### config.mk
export PLATFORM = sky130hd
export DESIGN_NAME = nand_cmd_sequencer
export DESIGN_NICKNAME = d
export VERILOG_FILES = /design/src/rtl/nand_cmd_sequencer.sv
export SDC_FILE = /design/constraint.sdc
export NUM_CORES = 1
export LEC_CHECK = 0
export CAP_MARGIN = 10
export CORE_UTILIZATION = 40
export CTS_BUF_LIST = sky130_fd_sc_hd__clkbuf_16
export CTS_CLUSTER_SIZE = 8
export DETAILED_ROUTE_END_ITERATION = 6
export HOLD_SLACK_MARGIN = 0.05
export SETUP_SLACK_MARGIN = 0.15
export SYNTH_ARGS = -nofsm -noshare
export SYNTH_HDL_FRONTEND = slang
export SYNTH_SLANG_ARGS = --single-unit
### constraint.sdc
create_clock -name clk -period 3.75 [get_ports clk]
set_clock_uncertainty 0.1 [all_clocks]
set_input_delay 0.375 -clock clk [delete_from_list [all_inputs] [get_ports clk]]
set_output_delay 0.375 -clock clk [all_outputs]
set_load 0.05 [all_outputs]
### src/rtl/nand_cmd_sequencer.sv
`default_nettype none
// ============================================================================
// Module   : nand_cmd_sequencer
// Purpose  : Expands high-level requests (init, read ID, read page, status)
//            into the command/activate/busy handshake of nand_master and
//            streams the returned bytes over a valid/ready port.
// Revision : 1.0 - initial release
// ============================================================================
module nand_cmd_sequencer #(
    parameter int         ID_BYTES   = 5,
    parameter int         PAGE_BYTES = 528,
    parameter logic [7:0] CE_SEL     = 8'h00,
    parameter int         BUSY_TO    = 4096
) (
    input  logic       clk,
    input  logic       nreset,
    input  logic       req_valid,
    input  logic [1:0] req_op,
    output logic       req_ready,
    output logic       byte_valid,
    output logic [7:0] byte_data,
    output logic       byte_last,
    input  logic       byte_ready,
    output logic       done,
    output logic       error,
    output logic       initialized,
    output logic [5:0] nm_cmd,
    output logic       nm_activate,
    output logic [7:0] nm_data_in,
    input  logic       nm_busy,
    input  logic [7:0] nm_data_out
);

    localparam int CNT_W = $clog2(PAGE_BYTES + 1);
    localparam int TO_W  = $clog2(BUSY_TO + 1);

    localparam logic [CNT_W-1:0] ID_CNT   = CNT_W'(ID_BYTES);
    localparam logic [CNT_W-1:0] PAGE_CNT = CNT_W'(PAGE_BYTES);
    localparam logic [CNT_W-1:0] ONE_CNT  = CNT_W'(1);
    localparam logic [TO_W-1:0]  TO_LAST  = TO_W'(BUSY_TO - 1);

    localparam logic [5:0] M_RESET               = 6'h01;
    localparam logic [5:0] M_NAND_RESET          = 6'h04;
    localparam logic [5:0] M_NAND_READ_ID        = 6'h06;
    localparam logic [5:0] M_NAND_READ           = 6'h09;
    localparam logic [5:0] MI_GET_STATUS         = 6'h0D;
    localparam logic [5:0] MI_CHIP_ENABLE        = 6'h0E;
    localparam logic [5:0] MI_RESET_INDEX        = 6'h12;
    localparam logic [5:0] MI_GET_ID_BYTE        = 6'h13;
    localparam logic [5:0] MI_GET_DATA_PAGE_BYTE = 6'h15;

    localparam logic [1:0] OP_INIT      = 2'b00;
    localparam logic [1:0] OP_READ_ID   = 2'b01;
    localparam logic [1:0] OP_READ_PAGE = 2'b10;

    typedef enum logic [2:0] {
        S_IDLE   = 3'd0,
        S_ISSUE  = 3'd1,
        S_SETTLE = 3'd2,
        S_WAIT   = 3'd3,
        S_EMIT   = 3'd4,
        S_DONE   = 3'd5
    } state_t;

    state_t           state;
    state_t           state_next;
    logic [1:0]       op_q;
    logic             in_init;      // running the init prefix ahead of op_q
    logic [1:0]       step;         // position within the fixed command list
    logic [CNT_W-1:0] byte_cnt;
    logic [TO_W-1:0]  wait_cnt;
    logic [7:0]       data_q;
    logic [5:0]       cmd_q;
    logic [7:0]       din_q;
    logic             init_q;

    logic [5:0]       cur_cmd;
    logic [7:0]       cur_din;
    logic             byte_step;
    logic [CNT_W-1:0] byte_total;
    logic             last_byte;
    logic             init_end;

    logic             accept;
    logic             issue_fire;
    logic             capture;
    logic             step_adv;
    logic             init_exit;
    logic             init_set;
    logic             byte_adv;
    logic             timeout;

    // Decode the command for the current step; byte steps repeat in place
    always_comb begin
        cur_cmd    = M_RESET;
        cur_din    = 8'h00;
        byte_step  = 1'b0;
        byte_total = ONE_CNT;
        if (in_init) begin
            case (step)
                2'd0:    cur_cmd = M_RESET;
                2'd1: begin
                    cur_cmd = MI_CHIP_ENABLE;
                    cur_din = CE_SEL;
                end
                default: cur_cmd = M_NAND_RESET;
            endcase
        end else begin
            case (op_q)
                OP_READ_ID: begin
                    byte_total = ID_CNT;
                    if (step == 2'd0) begin
                        cur_cmd = M_NAND_READ_ID;
                    end else begin
                        cur_cmd   = MI_GET_ID_BYTE;
                        byte_step = 1'b1;
                    end
                end
                OP_READ_PAGE: begin
                    byte_total = PAGE_CNT;
                    case (step)
                        2'd0:    cur_cmd = MI_RESET_INDEX;
                        2'd1:    cur_cmd = M_NAND_READ;
                        2'd2:    cur_cmd = MI_RESET_INDEX;
                        default: begin
                            cur_cmd   = MI_GET_DATA_PAGE_BYTE;
                            byte_step = 1'b1;
                        end
                    endcase
                end
                OP_INIT: cur_cmd = M_NAND_RESET;  // op 00 completes inside the init prefix
                default: begin
                    cur_cmd   = MI_GET_STATUS;
                    byte_step = 1'b1;
                end
            endcase
        end
    end

    assign last_byte = (byte_cnt == byte_total - ONE_CNT);
    assign init_end  = in_init && (step == 2'd2);

    // Next-state and per-cycle control strobes
    always_comb begin
        state_next = state;
        accept     = 1'b0;
        issue_fire = 1'b0;
        capture    = 1'b0;
        step_adv   = 1'b0;
        init_exit  = 1'b0;
        init_set   = 1'b0;
        byte_adv   = 1'b0;
        timeout    = 1'b0;
        case (state)
            S_IDLE: begin
                if (req_valid) begin
                    accept     = 1'b1;
                    state_next = S_ISSUE;
                end
            end
            S_ISSUE: begin
                if (!nm_busy) begin
                    issue_fire = 1'b1;
                    state_next = S_SETTLE;
                end
            end
            S_SETTLE: state_next = S_WAIT;
            S_WAIT: begin
                if (!nm_busy) begin
                    capture = 1'b1;
                    if (byte_step) begin
                        state_next = S_EMIT;
                    end else if (init_end) begin
                        init_set = 1'b1;
                        if (op_q == OP_INIT) begin
                            state_next = S_DONE;
                        end else begin
                            init_exit  = 1'b1;
                            state_next = S_ISSUE;
                        end
                    end else begin
                        step_adv   = 1'b1;
                        state_next = S_ISSUE;
                    end
                end else if (wait_cnt == TO_LAST) begin
                    timeout    = 1'b1;
                    state_next = S_IDLE;
                end
            end
            S_EMIT: begin
                if (byte_ready) begin
                    if (last_byte) begin
                        state_next = S_DONE;
                    end else begin
                        byte_adv   = 1'b1;
                        state_next = S_ISSUE;
                    end
                end
            end
            S_DONE:  state_next = S_IDLE;
            default: state_next = S_IDLE;
        endcase
    end

    // State register and sequence bookkeeping
    always_ff @(posedge clk) begin
        if (!nreset) begin
            state    <= S_IDLE;
            op_q     <= 2'b00;
            in_init  <= 1'b0;
            step     <= 2'd0;
            byte_cnt <= '0;
            wait_cnt <= '0;
            data_q   <= 8'h00;
            cmd_q    <= 6'h00;
            din_q    <= 8'h00;
            init_q   <= 1'b0;
        end else begin
            state <= state_next;
            if (accept) begin
                op_q     <= req_op;
                in_init  <= (req_op == OP_INIT) || !init_q;
                step     <= 2'd0;
                byte_cnt <= '0;
            end
            if (issue_fire) begin
                cmd_q    <= cur_cmd;
                din_q    <= cur_din;
                wait_cnt <= '0;
            end else if (state == S_WAIT && nm_busy) begin
                wait_cnt <= wait_cnt + TO_W'(1);
            end
            if (capture) begin
                data_q <= nm_data_out;
            end
            if (step_adv) begin
                step <= step + 2'd1;
            end
            if (init_exit) begin
                in_init <= 1'b0;
                step    <= 2'd0;
            end
            if (init_set) begin
                init_q <= 1'b1;
            end
            if (timeout) begin
                init_q <= 1'b0;
            end
            if (byte_adv) begin
                byte_cnt <= byte_cnt + ONE_CNT;
            end
        end
    end

    assign req_ready   = (state == S_IDLE) && nreset;
    assign nm_activate = issue_fire;
    assign nm_cmd      = (state == S_ISSUE) ? cur_cmd : cmd_q;
    assign nm_data_in  = (state == S_ISSUE) ? cur_din : din_q;
    assign byte_valid  = (state == S_EMIT);
    assign byte_last   = (state == S_EMIT) && last_byte;
    assign byte_data   = data_q;
    assign done        = (state == S_DONE);
    assign error       = timeout;
    assign initialized = init_q;

endmodule
`default_nettype wire

==> flow_metrics.py, run 1 <==
metrics = {
    "logic_synthesis": {
        "ys.flop_type": "dfxtp_1",
        "ys_warn_count": 0,
        "synth_edf_count": 0,
        "ys_types": 50,
        "ys_ff_latch": 45,
        "synth-async-reset-ratio_pct": 0,
        "synthSimpleGateAreaFrac_pct": 27.7,
        "synthAdderAreaFrac_pct": 4.42,
        "synth_top_family_by_area": "simple AND/OR/NAND/NOR gates",
        "synth_xor_area_share_pct": 5.16,
        "syn_area_sq_mm": 0.00254,
        "syn-instance-count": 326,
        "ys_seq_area_share_pct": 35.4,
        "synth_compound_area_share_pct": 18.8,
        "syn_area_per_cell_sq_um": 7.81,
        "synth_mux_area_share_pct": 0.787,
    },
    "floorplanning": {
        "core-area_sq_mm": 0.00603,
        "design.portCount": 44,
        "fp.dieH_um": 81.8,
        "start_util_pct": 42.2,
        "dieArea_sq_mm": 0.00669,
        "num_rows": 28,
        "die_w_um": 81.8,
    },
    "route": {
        "vias_per_cell": 5.14,
        "drc": 0,
        "vias": 2196,
        "wl_um": 5390,
        "wl_per_cell_um": 12.6,
        "ant_nets": 0,
        "first_pass_iters": 4,
        "drtIter0Drc": 91,
    },
    "timing": {
        "maxSlewViolCount": 0,
        "timing.fmax_mhz": 292,
        "fin_ws_ps": 326,
        "worst_slew_pin_slew_ps": 649,
        "rsz0062_at_grt": "no",
        "fin_setup_tns_ps": 0,
        "setup_viol": 0,
        "max_slew_margin_pct": 56.4,
        "period_minus_slack_ps": 3420,
        "hold_viol_final": 0,
        "post-route-period-util_pct": 91.3,
    },
    "pwr": {
        "p_int_mw": 0.857,
        "p_comb_share_pct": 14.8,
        "power_density_mw_per_mm2": 382,
        "p_leak_nw": 1.12,
        "swShare_pct": 26.4,
        "p_sw_mw": 0.308,
        "ir_drop_uv": 187,
        "seq_power_share_pct": 43.0,
        "clkPwrFrac_pct": 42.2,
        "p_total_mw": 1.17,
    },
    "clock_tree": {
        "cts_sinks": 45,
        "cts_root_buf": "clkbuf_16",
        "post_cts.repair.setup_buffers": 0,
        "clk_path_buf_depth": 2,
        "clk_latency_ps": 280,
        "cts_made_buffers": 5,
        "clkTransAtPathRegs_ps": 60,
        "hold_buffers": 0,
        "cts_resized": 0,
        "htreeDepth": 2,
        "cts_tree": "yes",
    },
    "min_path": {
        "hold_path_class": "reg -> reg",
    },
    "layout": {
        "antenna_cells": 0,
        "final_layout_size_suffix_gt1_share_pct": 5.11,
        "final_util_pct": 50.7,
        "synthToLayoutAreaGrowth_pct": 20.0,
        "final_area_sq_mm": 0.00305,
        "final_nets": 375,
    },
    "critical_path": {
        "criticalPathCategory": "reg -> out",
        "start_kind": "register",
        "crit_fanout": 13,
        "rrSetupSlack_ps": 780,
        "required_ps": 3270,
        "critPathArrivalTime_ps": 2950,
        "crit_path_end_kind": "output port",
    },
    "global_route": {
        "antenna_found_initial": 0,
        "grt_remaining_overflow": 0,
        "grt_pass1_wl_um": 9030,
        "grt_pass1_vias": 1905,
        "grt_use_total_pct": 17.7,
        "grt_max_degree": 29,
    },
    "run_status": {
        "status": "finished clean",
    },
    "place": {
        "dp_hpwl_um": 3860,
        "dp_slack_ps": 551,
        "placed_area_sq_mm": 0.00288,
        "place.gp.congestion": 0.761,
        "port_buffers": 34,
    },
    "run": {
        "max_cap_viol_count": 0,
    },
}
cell families after synthesis:
kind of cell / after synthesis
compound gates: 69
xor+xnor: 15
fa+ha+maj: 9
buf+inv: 38
flops: 45
mux: 2
other cells: 1
simple gates: 147
metal layers:
layer / track usage [%] / routed length (um) / up-vias
met5: 0 / 0 / -
li1: - / - / 1152
met3: 3.89 / 206 / 4
met4: 5.79 / 44 / 0
met1: 24.3 / 2710 / 1003
met2: 27.4 / 2440 / 37
synth_stat cells, types with 8 or more instances:
| cell type | count | area [sq um] |
|---|---|---|
| nand2_1 | 54 | 203 |
| dfxtp_1 | 45 | 901 |
| nor2_1 | 30 | 113 |
| o21ai_0 | 16 | 80.1 |
| a21oi_1 | 14 | 70.1 |
| nand3_1 | 14 | 70.1 |
| inv_1 | 13 | 48.8 |
| a21boi_0 | 12 | 90.1 |
| clkbuf_1 | 12 | 45.0 |
| buf_4 | 9 | 67.6 |
| ha_1 | 9 | 113 |
| xnor2_1 | 9 | 78.8 |
| nand4_1 | 8 | 50.1 |
state kept, by name, indices dropped and copies added, names as in the netlist:
register     cells
wait_cnt        13
byte_data        8
state            3
step             2
initialized      1
byte_cnt        10
cmd_q            5
op_q             2
in_init          1
area by class of cell:
cell class / count / area, sq um
fillers: 612 / 2970
multi-input cells: 251 / 1490
flip-flops and latches: 45 / 902
repair buffers: 35 / 358
clock buffers: 5 / 125
well taps: 75 / 93.8
inverters: 13 / 48.8
clock inverters: 3 / 37.5
final timing paths:
check | start | cells past startpoint | endpoint
worst min-delay path | byte_data[5]$_SDFFE_PN0P_ | 2 | byte_data[5]$_SDFFE_PN0P_
worst max register to register | op_q[1]$_SDFFE_PN0P_ | 9 | byte_cnt[4]$_SDFFE_PN0P_
worst max-delay path | op_q[1]$_SDFFE_PN0P_ | 9 | byte_last
worst min register to register | byte_data[5]$_SDFFE_PN0P_ | 2 | byte_data[5]$_SDFFE_PN0P_
stage by stage:
step,cells,hold slack (ps)
floorplan,334,344
global placement,419,349
detailed placement,419,359
CTS,427,368
global route,427,383
finish,427,364
cell usage in the layout, fill, tap and decap left out, types with 3 or more instances in the layout:
cell type / synthesis / final
nand4_1: 8 / 8
nand3_1: 14 / 14
nor2_1: 30 / 29
nand2_1: 54 / 54
and2_1: 6 / 6
nor3_1: 5 / 5
conb_1: 1 / 9
a21o_1: 3 / 3
a21boi_0: 12 / 12
nor4_1: 3 / 3
o21a_1: 3 / 3
o211a_1: 3 / 3
clkdlybuf4s50_1: 0 / 33
xor2_1: 6 / 6
xnor2_1: 9 / 9
ha_1: 9 / 9
o22ai_1: 3 / 3
dfxtp_1: 45 / 44
or2_2: 3 / 3
nand2b_1: 6 / 6
o21ai_0: 16 / 16
inv_1: 13 / 14
a21oi_1: 14 / 14
clkbuf_16: 0 / 5
nor2b_1: 3 / 3
and3_1: 4 / 4
critical path, cell delays in order (launching register included):
cell and delay (ps):
dfxtp_1 410, nand2b_1 240, or2_2 300, ha_1 250, or4b_1 480, o211a_1 140
o32a_1 180, or2_1 330, nor2_2 180, buf_12 150
power by group through the flow:
stage | registers (mW) | clock network, mW | logic [mW]
after floorplan | 0.503 | 0 | 0.146
after global placement | 0.510 | 0 | 0.170
after detailed placement | 0.511 | 0 | 0.171
after CTS | 0.500 | 0.503 | 0.173
after global routing | 0.504 | 0.521 | 0.189
final | 0.501 | 0.492 | 0.173
(Power assumes the default switching activity.)
==> run 2, diff against run 1 <==
--- a/config.mk
+++ b/config.mk
@@ -5,7 +5,8 @@
 export SDC_FILE = /design/constraint.sdc
 export NUM_CORES = 1
 export LEC_CHECK = 0
-export CAP_MARGIN = 10
+export CAP_MARGIN = 20
+export CORE_MARGIN = 1.5
 export CORE_UTILIZATION = 40
 export CTS_BUF_LIST = sky130_fd_sc_hd__clkbuf_16
 export CTS_CLUSTER_SIZE = 8
==> flow_metrics.py, run 2 (synthesis gave the netlist of run 1 again) <==
metrics = {
    "critical_path": {
        "crit_chain": "nand2b_1 > or2_2 > ha_1 > or4b_1 > o211a_1 > o32a_1 > or2_1 > nor2_1 > buf_12",
        "critPathArrivalTime_ps": 2970,
        "slowest_delay_ps": 470,
        "reg2reg_depth": 9,
        "start_kind": "register",
        "rrSetupSlack_ps": 780,
        "reg2reg_to": "byte_cnt[4]$_SDFFE_PN0P_",
        "crit_path_end_kind": "output port",
        "cpMaxStageDelayCell": "or4b_1",
        "required_ps": 3270,
        "r2r-start": "op_q[1]$_SDFFE_PN0P_",
        "crit_fanout": 13,
        "criticalPathCategory": "reg -> out",
    },
    "layout": {
        "mostFrequentLayoutCell": "nand2_1",
        "final_util_pct": 50.7,
        "final_cell_mix": "54 x nand2_1, 44 x dfxtp_1, 33 x clkdlybuf4s50_1, 30 x nor2_1, 16 x o21ai_0",
        "fin_cells": 428,
        "final_layout_size_suffix_gt1_share_pct": 5.10,
        "regMostFlops": "wait_cnt",
        "largest_reg_flops": 13,
        "synthToLayoutAreaGrowth_pct": 20.2,
        "final_nets": 376,
        "antenna_cells": 0,
    },
    "global_route": {
        "grt_pass1_vias": 1974,
        "antenna_found_initial": 0,
        "grt_remaining_overflow": 0,
        "grt_max_degree": 29,
        "grt_use_total_pct": 17.5,
        "grt_pass1_wl_um": 9030,
    },
    "clock_tree": {
        "clk_latency_ps": 290,
        "cts_tree": "yes",
        "htreeDepth": 2,
        "cts_made_buffers": 5,
        "cts_sinks": 45,
        "clkTransAtPathRegs_ps": 60,
        "cts_root_buf": "clkbuf_16",
        "clk_path_buf_depth": 2,
        "hold_buffers": 0,
    },
    "run": {
        "max_cap_viol_count": 0,
    },
    "route": {
        "first_pass_iters": 4,
        "wl_um": 5540,
        "wl_per_cell_um": 12.9,
        "drc": 0,
        "vias": 2200,
        "ant_nets": 0,
        "drtIter0Drc": 78,
        "vias_per_cell": 5.14,
    },
    "min_path": {
        "hold_path_class": "reg -> reg",
        "whs_endpoint": "byte_data[2]$_SDFFE_PN0P_",
        "hold_start": "byte_data[2]$_SDFFE_PN0P_",
        "min_path_cells": 2,
    },
    "place": {
        "dp_hpwl_um": 4000,
        "port_buffers": 34,
        "place.gp.congestion": 0.839,
        "placed_cells": 420,
    },
    "timing": {
        "rsz0062_at_grt": "no",
        "hold_viol_final": 0,
        "setup_viol": 0,
        "max_slew_margin_pct": 64.1,
        "fin_setup_tns_ps": 0,
        "maxSlewViolCount": 0,
        "post-route-period-util_pct": 91.8,
        "timing.fmax_mhz": 290,
        "worst_slew_pin_slew_ps": 538,
        "hold_slack_ps": 358,
        "period_minus_slack_ps": 3440,
    },
    "floorplanning": {
        "start_util_pct": 42.2,
        "design.portCount": 44,
        "core-area_sq_mm": 0.00603,
        "dieArea_sq_mm": 0.00685,
        "die_w_um": 82.8,
        "fp.dieH_um": 82.8,
        "num_rows": 28,
    },
    "pwr": {
        "ir_drop_uv": 216,
        "power_density_mw_per_mm2": 381,
        "p_leak_nw": 1.13,
        "p_total_mw": 1.16,
    },
    "run_status": {
        "status": "finished clean",
    },
}
-- run 2: cell types whose count changed in the layout (fill, tap and decap cells not counted), sizes merged --
cell  change
buf       +1
-- run 2: how the worst max path moves through the flow --
stage                                    start         to  slack (ps)
after floorplan           op_q[1]$_SDFFE_PN0P_  byte_last         350
after global placement    op_q[1]$_SDFFE_PN0P_  byte_last         660
after detailed placement  op_q[1]$_SDFFE_PN0P_  byte_last         570
after CTS                 op_q[1]$_SDFFE_PN0P_  byte_last         250
after global routing      op_q[1]$_SDFFE_PN0P_  byte_last         180
final                     op_q[1]$_SDFFE_PN0P_  byte_last         310
-- run 2: repair_timing --
action | 4_1_cts | 5_1_grt
endpoints found under the setup margin | 0 | 1
resized for setup | 0 | 2
setup buffers | 0 | 0
hold endpoints to repair | 0 | 0
-- run 2: worst max-delay path, delay by kind of cell, from the launching register on --
kind	cells	cell delay, ps
and+or+nand+nor	5	1560
buffers and inverters	1	170
adders and majority gates	1	240
AOI/OAI and AO/OA	2	320
DFF	1	400
-- run 2: power by group --
part / switching (mW) / total (mW) / leakage (nW) / internal (mW)
sequential: 0.0143 / 0.501 / 0.364 / 0.486
clock: 0.182 / 0.491 / 0.0826 / 0.310
combinational: 0.111 / 0.172 / 0.682 / 0.0614
-- run 2: stage by stage --
stage	setup slack [ps]	cell area (sq um)
global placement	658	2890
floorplan	346	2570
global route	177	3060
CTS	249	3050
finish	307	3060
detailed placement	569	2890
-- run 2: cell type report --
class | count | area, sq um
clock buffers | 5 | 125
clock inverters | 3 | 37.5
fillers | 606 | 2970
inverters | 13 | 48.8
multi-input cells | 251 | 1490
flip-flops and latches | 45 | 902
well taps | 75 | 93.8
repair buffers | 36 | 365
-- run 2: routing by layer --
layer | part of all wire, % | routed length [um] | global-route usage [%] | vias up
met5 | 0 | 0 | 0 | -
met4 | 1.3 | 72 | 6.67 | 0
met3 | 4.4 | 245 | 4.84 | 6
met2 | 43 | 2390 | 27.2 | 40
met1 | 51 | 2830 | 23.1 | 999
li1 | - | - | - | 1155
==> run 3, diff against run 2 <==
--- a/config.mk
+++ b/config.mk
@@ -12,6 +12,7 @@
 export CTS_CLUSTER_SIZE = 8
 export DETAILED_ROUTE_END_ITERATION = 6
 export HOLD_SLACK_MARGIN = 0.05
+export PLACE_DENSITY = 0.66
 export SETUP_SLACK_MARGIN = 0.15
 export SYNTH_ARGS = -nofsm -noshare
 export SYNTH_HDL_FRONTEND = slang
==> constraint.sdc (replaced) <==
create_clock -name clk -period 3.05 [get_ports clk]
set_clock_uncertainty 0.1 [all_clocks]
set_input_delay 0.305 -clock clk [delete_from_list [all_inputs] [get_ports clk]]
set_output_delay 0.305 -clock clk [all_outputs]
set_load 0.05 [all_outputs]
==> flow_metrics.py, run 3 (synthesis gave the netlist of run 1 again) <==
metrics = {
    "run_status": {
        "status": "finished clean",
    },
    "place": {
        "port_buffers": 34,
        "placed_cells": 425,
        "dp_slack_ps": 162,
        "place.gp.congestion": 0.835,
        "dp_hpwl_um": 4050,
    },
    "min_path": {
        "hold_path_class": "reg -> reg",
        "min_path_cells": 2,
    },
    "layout": {
        "regMostFlops": "wait_cnt",
        "final_nets": 386,
        "final_layout_size_suffix_gt1_share_pct": 11.0,
        "mostFrequentLayoutCell": "nand2_1",
        "synthToLayoutAreaGrowth_pct": 25.6,
        "final_util_pct": 53.1,
        "fin_cells": 438,
        "largest_reg_flops": 13,
        "final_cell_mix": "54 x nand2_1, 42 x dfxtp_1, 29 x nor2_1, 27 x clkdlybuf4s50_1, 16 x o21ai_0",
        "antenna_cells": 0,
    },
    "clock_tree": {
        "clk_path_buf_depth": 2,
        "cts_root_buf": "clkbuf_16",
        "clk_latency_ps": 290,
        "htreeDepth": 2,
        "cts_made_buffers": 5,
        "cts_sinks": 45,
        "clkTransAtPathRegs_ps": 60,
        "cts_tree": "yes",
        "hold_buffers": 0,
    },
    "route": {
        "drc": 0,
        "wl_per_cell_um": 13.4,
        "ant_nets": 0,
        "drtIter0Drc": 96,
        "vias_per_cell": 5.20,
        "wl_um": 5890,
        "first_pass_iters": 4,
        "vias": 2277,
    },
    "floorplanning": {
        "core-area_sq_mm": 0.00603,
        "num_rows": 28,
        "fp.dieH_um": 82.8,
        "die_w_um": 82.8,
        "start_util_pct": 42.2,
        "dieArea_sq_mm": 0.00685,
        "design.portCount": 44,
    },
    "global_route": {
        "grt_max_degree": 19,
        "grt_use_total_pct": 18.5,
        "grt_pass1_wl_um": 9760,
        "grt_pass1_vias": 2101,
        "antenna_found_initial": 0,
        "grt_remaining_overflow": 0,
    },
    "timing": {
        "post-route-period-util_pct": 93.7,
        "worst_slew_pin_slew_ps": 576,
        "setup_viol": 0,
        "fin_setup_tns_ps": 0,
        "hold_viol_final": 0,
        "max_slew_margin_pct": 61.3,
        "maxSlewViolCount": 0,
        "fin_ws_ps": 192,
        "period_minus_slack_ps": 2860,
        "rsz0062_at_grt": "yes",
        "hold_slack_ps": 367,
        "timing.fmax_mhz": 350,
    },
    "critical_path": {
        "critPathArrivalTime_ps": 2450,
        "reg2reg_depth": 10,
        "required_ps": 2640,
        "criticalPathCategory": "reg -> out",
        "rrSetupSlack_ps": 360,
        "crit_path_start": "op_q[1]$_SDFFE_PN0P_",
        "crit_path_end_kind": "output port",
        "reg2reg_to": "byte_cnt[4]$_SDFFE_PN0P_",
        "endpoint": "byte_last",
        "crit_fanout": 4,
        "start_kind": "register",
        "r2r-start": "op_q[1]$_SDFFE_PN0P_",
    },
    "pwr": {
        "power_density_mw_per_mm2": 464,
        "p_leak_nw": 1.25,
        "ir_drop_uv": 301,
    },
    "run": {
        "max_cap_viol_count": 0,
    },
}
-- run 3: where the power goes --
group	total [mW]	internal (mW)	switching, mW
logic	0.253	0.0984	0.154
registers	0.611	0.598	0.0129
clock network	0.621	0.388	0.234
total	1.48	1.08	0.401
-- run 3: timing repair --
action	in CTS	in global routing
pin swaps	4	3
setup buffers	5	0
resized for setup	10	6
setup endpoints to repair	1	5
cloned	0	0
-- run 3: critical path: stages, from the launching register on --
cell,delay (ps)
dfxtp_2,340
nand2b_4,140
or2_4,230
ha_4,160
or4b_1,470
o211a_1,140
o32a_1,170
or2_4,280
nor2_4,100
buf_12,140
-- run 3: area by class of cell --
class                   instances  area [sq um]
clock buffers                   5           125
clock inverters                 3          46.3
fillers                       589          2830
inverters                      13          48.8
multi-input cells             251          1530
flip-flops and latches         45           907
well taps                      75          93.8
repair buffers                 46           445
-- run 3: layer usage --
metal	vias up	GRT usage (%)	share of wire, %
li1	1173	-	-
met1	1059	23.8	48
met2	41	31.1	47
met3	4	3.52	3.6
met4	0	5.33	0.82
met5	-	0	0
-- run 3: how the worst min path moves through the flow --
stage / startpoint / to / slack (ps)
floorplan: cmd_q[4]$_SDFFE_PN0P_ / cmd_q[4]$_SDFFE_PN0P_ / 340
global placement: byte_data[2]$_SDFFE_PN0P_ / byte_data[2]$_SDFFE_PN0P_ / 350
detailed placement: byte_data[6]$_SDFFE_PN0P_ / byte_data[6]$_SDFFE_PN0P_ / 360
CTS: byte_data[6]$_SDFFE_PN0P_ / byte_data[6]$_SDFFE_PN0P_ / 370
global route: byte_data[5]$_SDFFE_PN0P_ / byte_data[5]$_SDFFE_PN0P_ / 400
finish: byte_data[4]$_SDFFE_PN0P_ / byte_data[4]$_SDFFE_PN0P_ / 370
-- run 3: metrics by stage --
step                      power (mW)  cell area, sq um
after global routing            1.54              3200
after detailed placement       0.850              2940
after global placement         0.848              2940
final                           1.48              3200
after floorplan                0.801              2590
after CTS                       1.49              3190
==> variant: new RTL, settings of run 2 <==
`PAGE_BYTES`: 528 -> 264.
--- a/src/rtl/nand_cmd_sequencer.sv
+++ b/src/rtl/nand_cmd_sequencer.sv
@@ -10,3 +10,3 @@
     parameter int         ID_BYTES   = 5,
-    parameter int         PAGE_BYTES = 528,
+    parameter int         PAGE_BYTES = 264,
     parameter logic [7:0] CE_SEL     = 8'h00,
Formal check against the unedited RTL: no difference found for any inputs over 10 cycles, from zero or initial values and one cycle with nreset low; that may be too few to reach the edited logic, so the function may still have changed.
==> variant against run 2 <==
  * Setup slack improved by 0.10 ns
  * Largest power group is now the clock network
  * Sequential cell count fell by 1
  * Cell area fell by 1.5%
  * Global-route usage fell by 1.1 points
  * Synthesized area fell by 1.2%
  * Critical path type unchanged
  * Wire length fell by 5.6%
  * Power fell by 1.1%
  * Highest routed layer unchanged
==> variant: results (changes against run 2) <==
status=finished clean; Port Buf Inserts=34 (unchanged); largest net degree at the start of global routing=26 (-10%); leak pwr=1.17 nW (+3.9%); DR pass1 iterations=4 (unchanged); number of global-route vias before repair=1899 (-3.8%); Total GRT Usage=16.5% (-1.1 points); via count=2135 (-3.0%); max FFs per register=13 (unchanged); worst setup margin=0.410 ns (+0.103 ns); Final Wtd Congestion=0.778 (-7.3%); sequential area share after synthesis=35.0% (-0.36 points); Max FO, Critical Path=10 (-3); clk_lat worst skew=0.28 ns; slew margin rel.=60.2% (-3.9 points); Commonest cells post-synth=46 x nand2_1, 44 x dfxtp_1, 29 x nor2_1; Yosys cell types=53 (+6.0%); Final Net Count=364 (-3.2%); first-pass GRT wire length=8570 um (-5.1%); iteration-0 DRC count of the detailed router=74 (-5.1%); DRT met1 WL=2580 um (-9.1%); Clk pin slew, worst setup/hold paths=0.06 ns (about the same); met3 wire length=242 um (-1.2%); final wirelength=5230 um (-5.6%); post-CTS setup buffer count=0 (unchanged); worst slack, placed=0.636 ns (+0.0670 ns); metal2 WL=2360 um (-1.3%); share of layout cells above drive strength 1=7.35% (+2.3 points); Worst EP arrival=2.87 ns (-0.10 ns); DP HPWL=3790 um (-5.3%); largest cells by area after synthesis=dfxtp_1 35%, nand2_1 6.9%, ha_1 5.0%, nor2_1 4.3%, o21ai_0 3.8%; slowest cell delay on critical path=0.53 ns (+0.06 ns); Slowest-stage cell, CP=dfxtp_1; Layout fillers=584 (-3.6%); Max VDD drop=0.197 mV (-9.0%)
[variant: cell count changes after synthesis, sizes merged, moves of 4 or more]
cell	before	now
nand2	54	47
and3	4	10
inv	13	7
nand4	8	3
a21boi	12	8
mux2i	2	6
xnor2	9	5
[variant: worst max-delay path, delay by kind of cell (launching register included)]
family | cells | cell delay, ns
compound gates | 2 | 0.31
flops | 1 | 0.53
fa+ha+maj | 1 | 0.21
simple gates | 5 | 1.32
buf+inv | 1 | 0.22
[variant: area by class of cell]
| class | instances | area, um^2 | share of cell area, % |
|---|---|---|---|
| multi-input combinational | 245 | 1490 | 49.5 |
| sequential | 44 | 881 | 29.2 |
| timing repair buffer | 36 | 353 | 11.7 |
| clock buffer | 5 | 125 | 4.15 |
| tap | 75 | 93.8 | 3.12 |
| clock inverter | 3 | 42.5 | 1.41 |
| inverter | 7 | 26.3 | 0.872 |
[variant: cells by family after synthesis]
group	Yosys count	share of synthesized area (%)
buf+inv	32	6.87
simple gates	143	28.5
mux	7	2.84
xor+xnor	12	4.18
fa+ha+maj	10	4.98
other cells	1	0.149
flops	44	35.0
compound gates	64	17.5
[variant: power breakdown]
group / switching (mW) / total, mW / internal, mW
Clock: 0.183 / 0.496 / 0.313
Combinational: 0.103 / 0.163 / 0.0593
Sequential: 0.0165 / 0.492 / 0.475
Total: 0.303 / 1.15 / 0.848
[variant: metrics by stage]
step / cells / cell area, um^2 / power (mW) / hold WS, ns / utilization [%]
finish: 415 / 3010 / 1.15 / 0.362 / 50.3
detailed placement: 407 / 2840 / 0.665 / 0.357 / 47.5
floorplan: 321 / 2540 / 0.627 / 0.354 / -
CTS: 415 / 3010 / 1.17 / 0.364 / 50.3
global placement: 407 / 2840 / 0.664 / 0.348 / 47.5
global route: 415 / 3010 / 1.20 / 0.396 / 50.3
[variant: path summary, 6_finish.rpt]
path / start / end / cells past startpoint / slack (ns)
setup / recovery: op_q[0] / byte_last / 9 / 0.41
hold / removal: byte_data[0] / byte_data[0] / 2 / 0.36
setup reg to reg: op_q[0] / byte_cnt[2] / 8 / 0.68
hold reg to reg: byte_data[0] / byte_data[0] / 2 / 0.36
[variant: metal layers]
metal	global-route usage, %	up-vias
li1	-	1113
met1	21.2	978
met2	26.5	39
met3	4.73	5
met4	5.08	0
met5	0	-
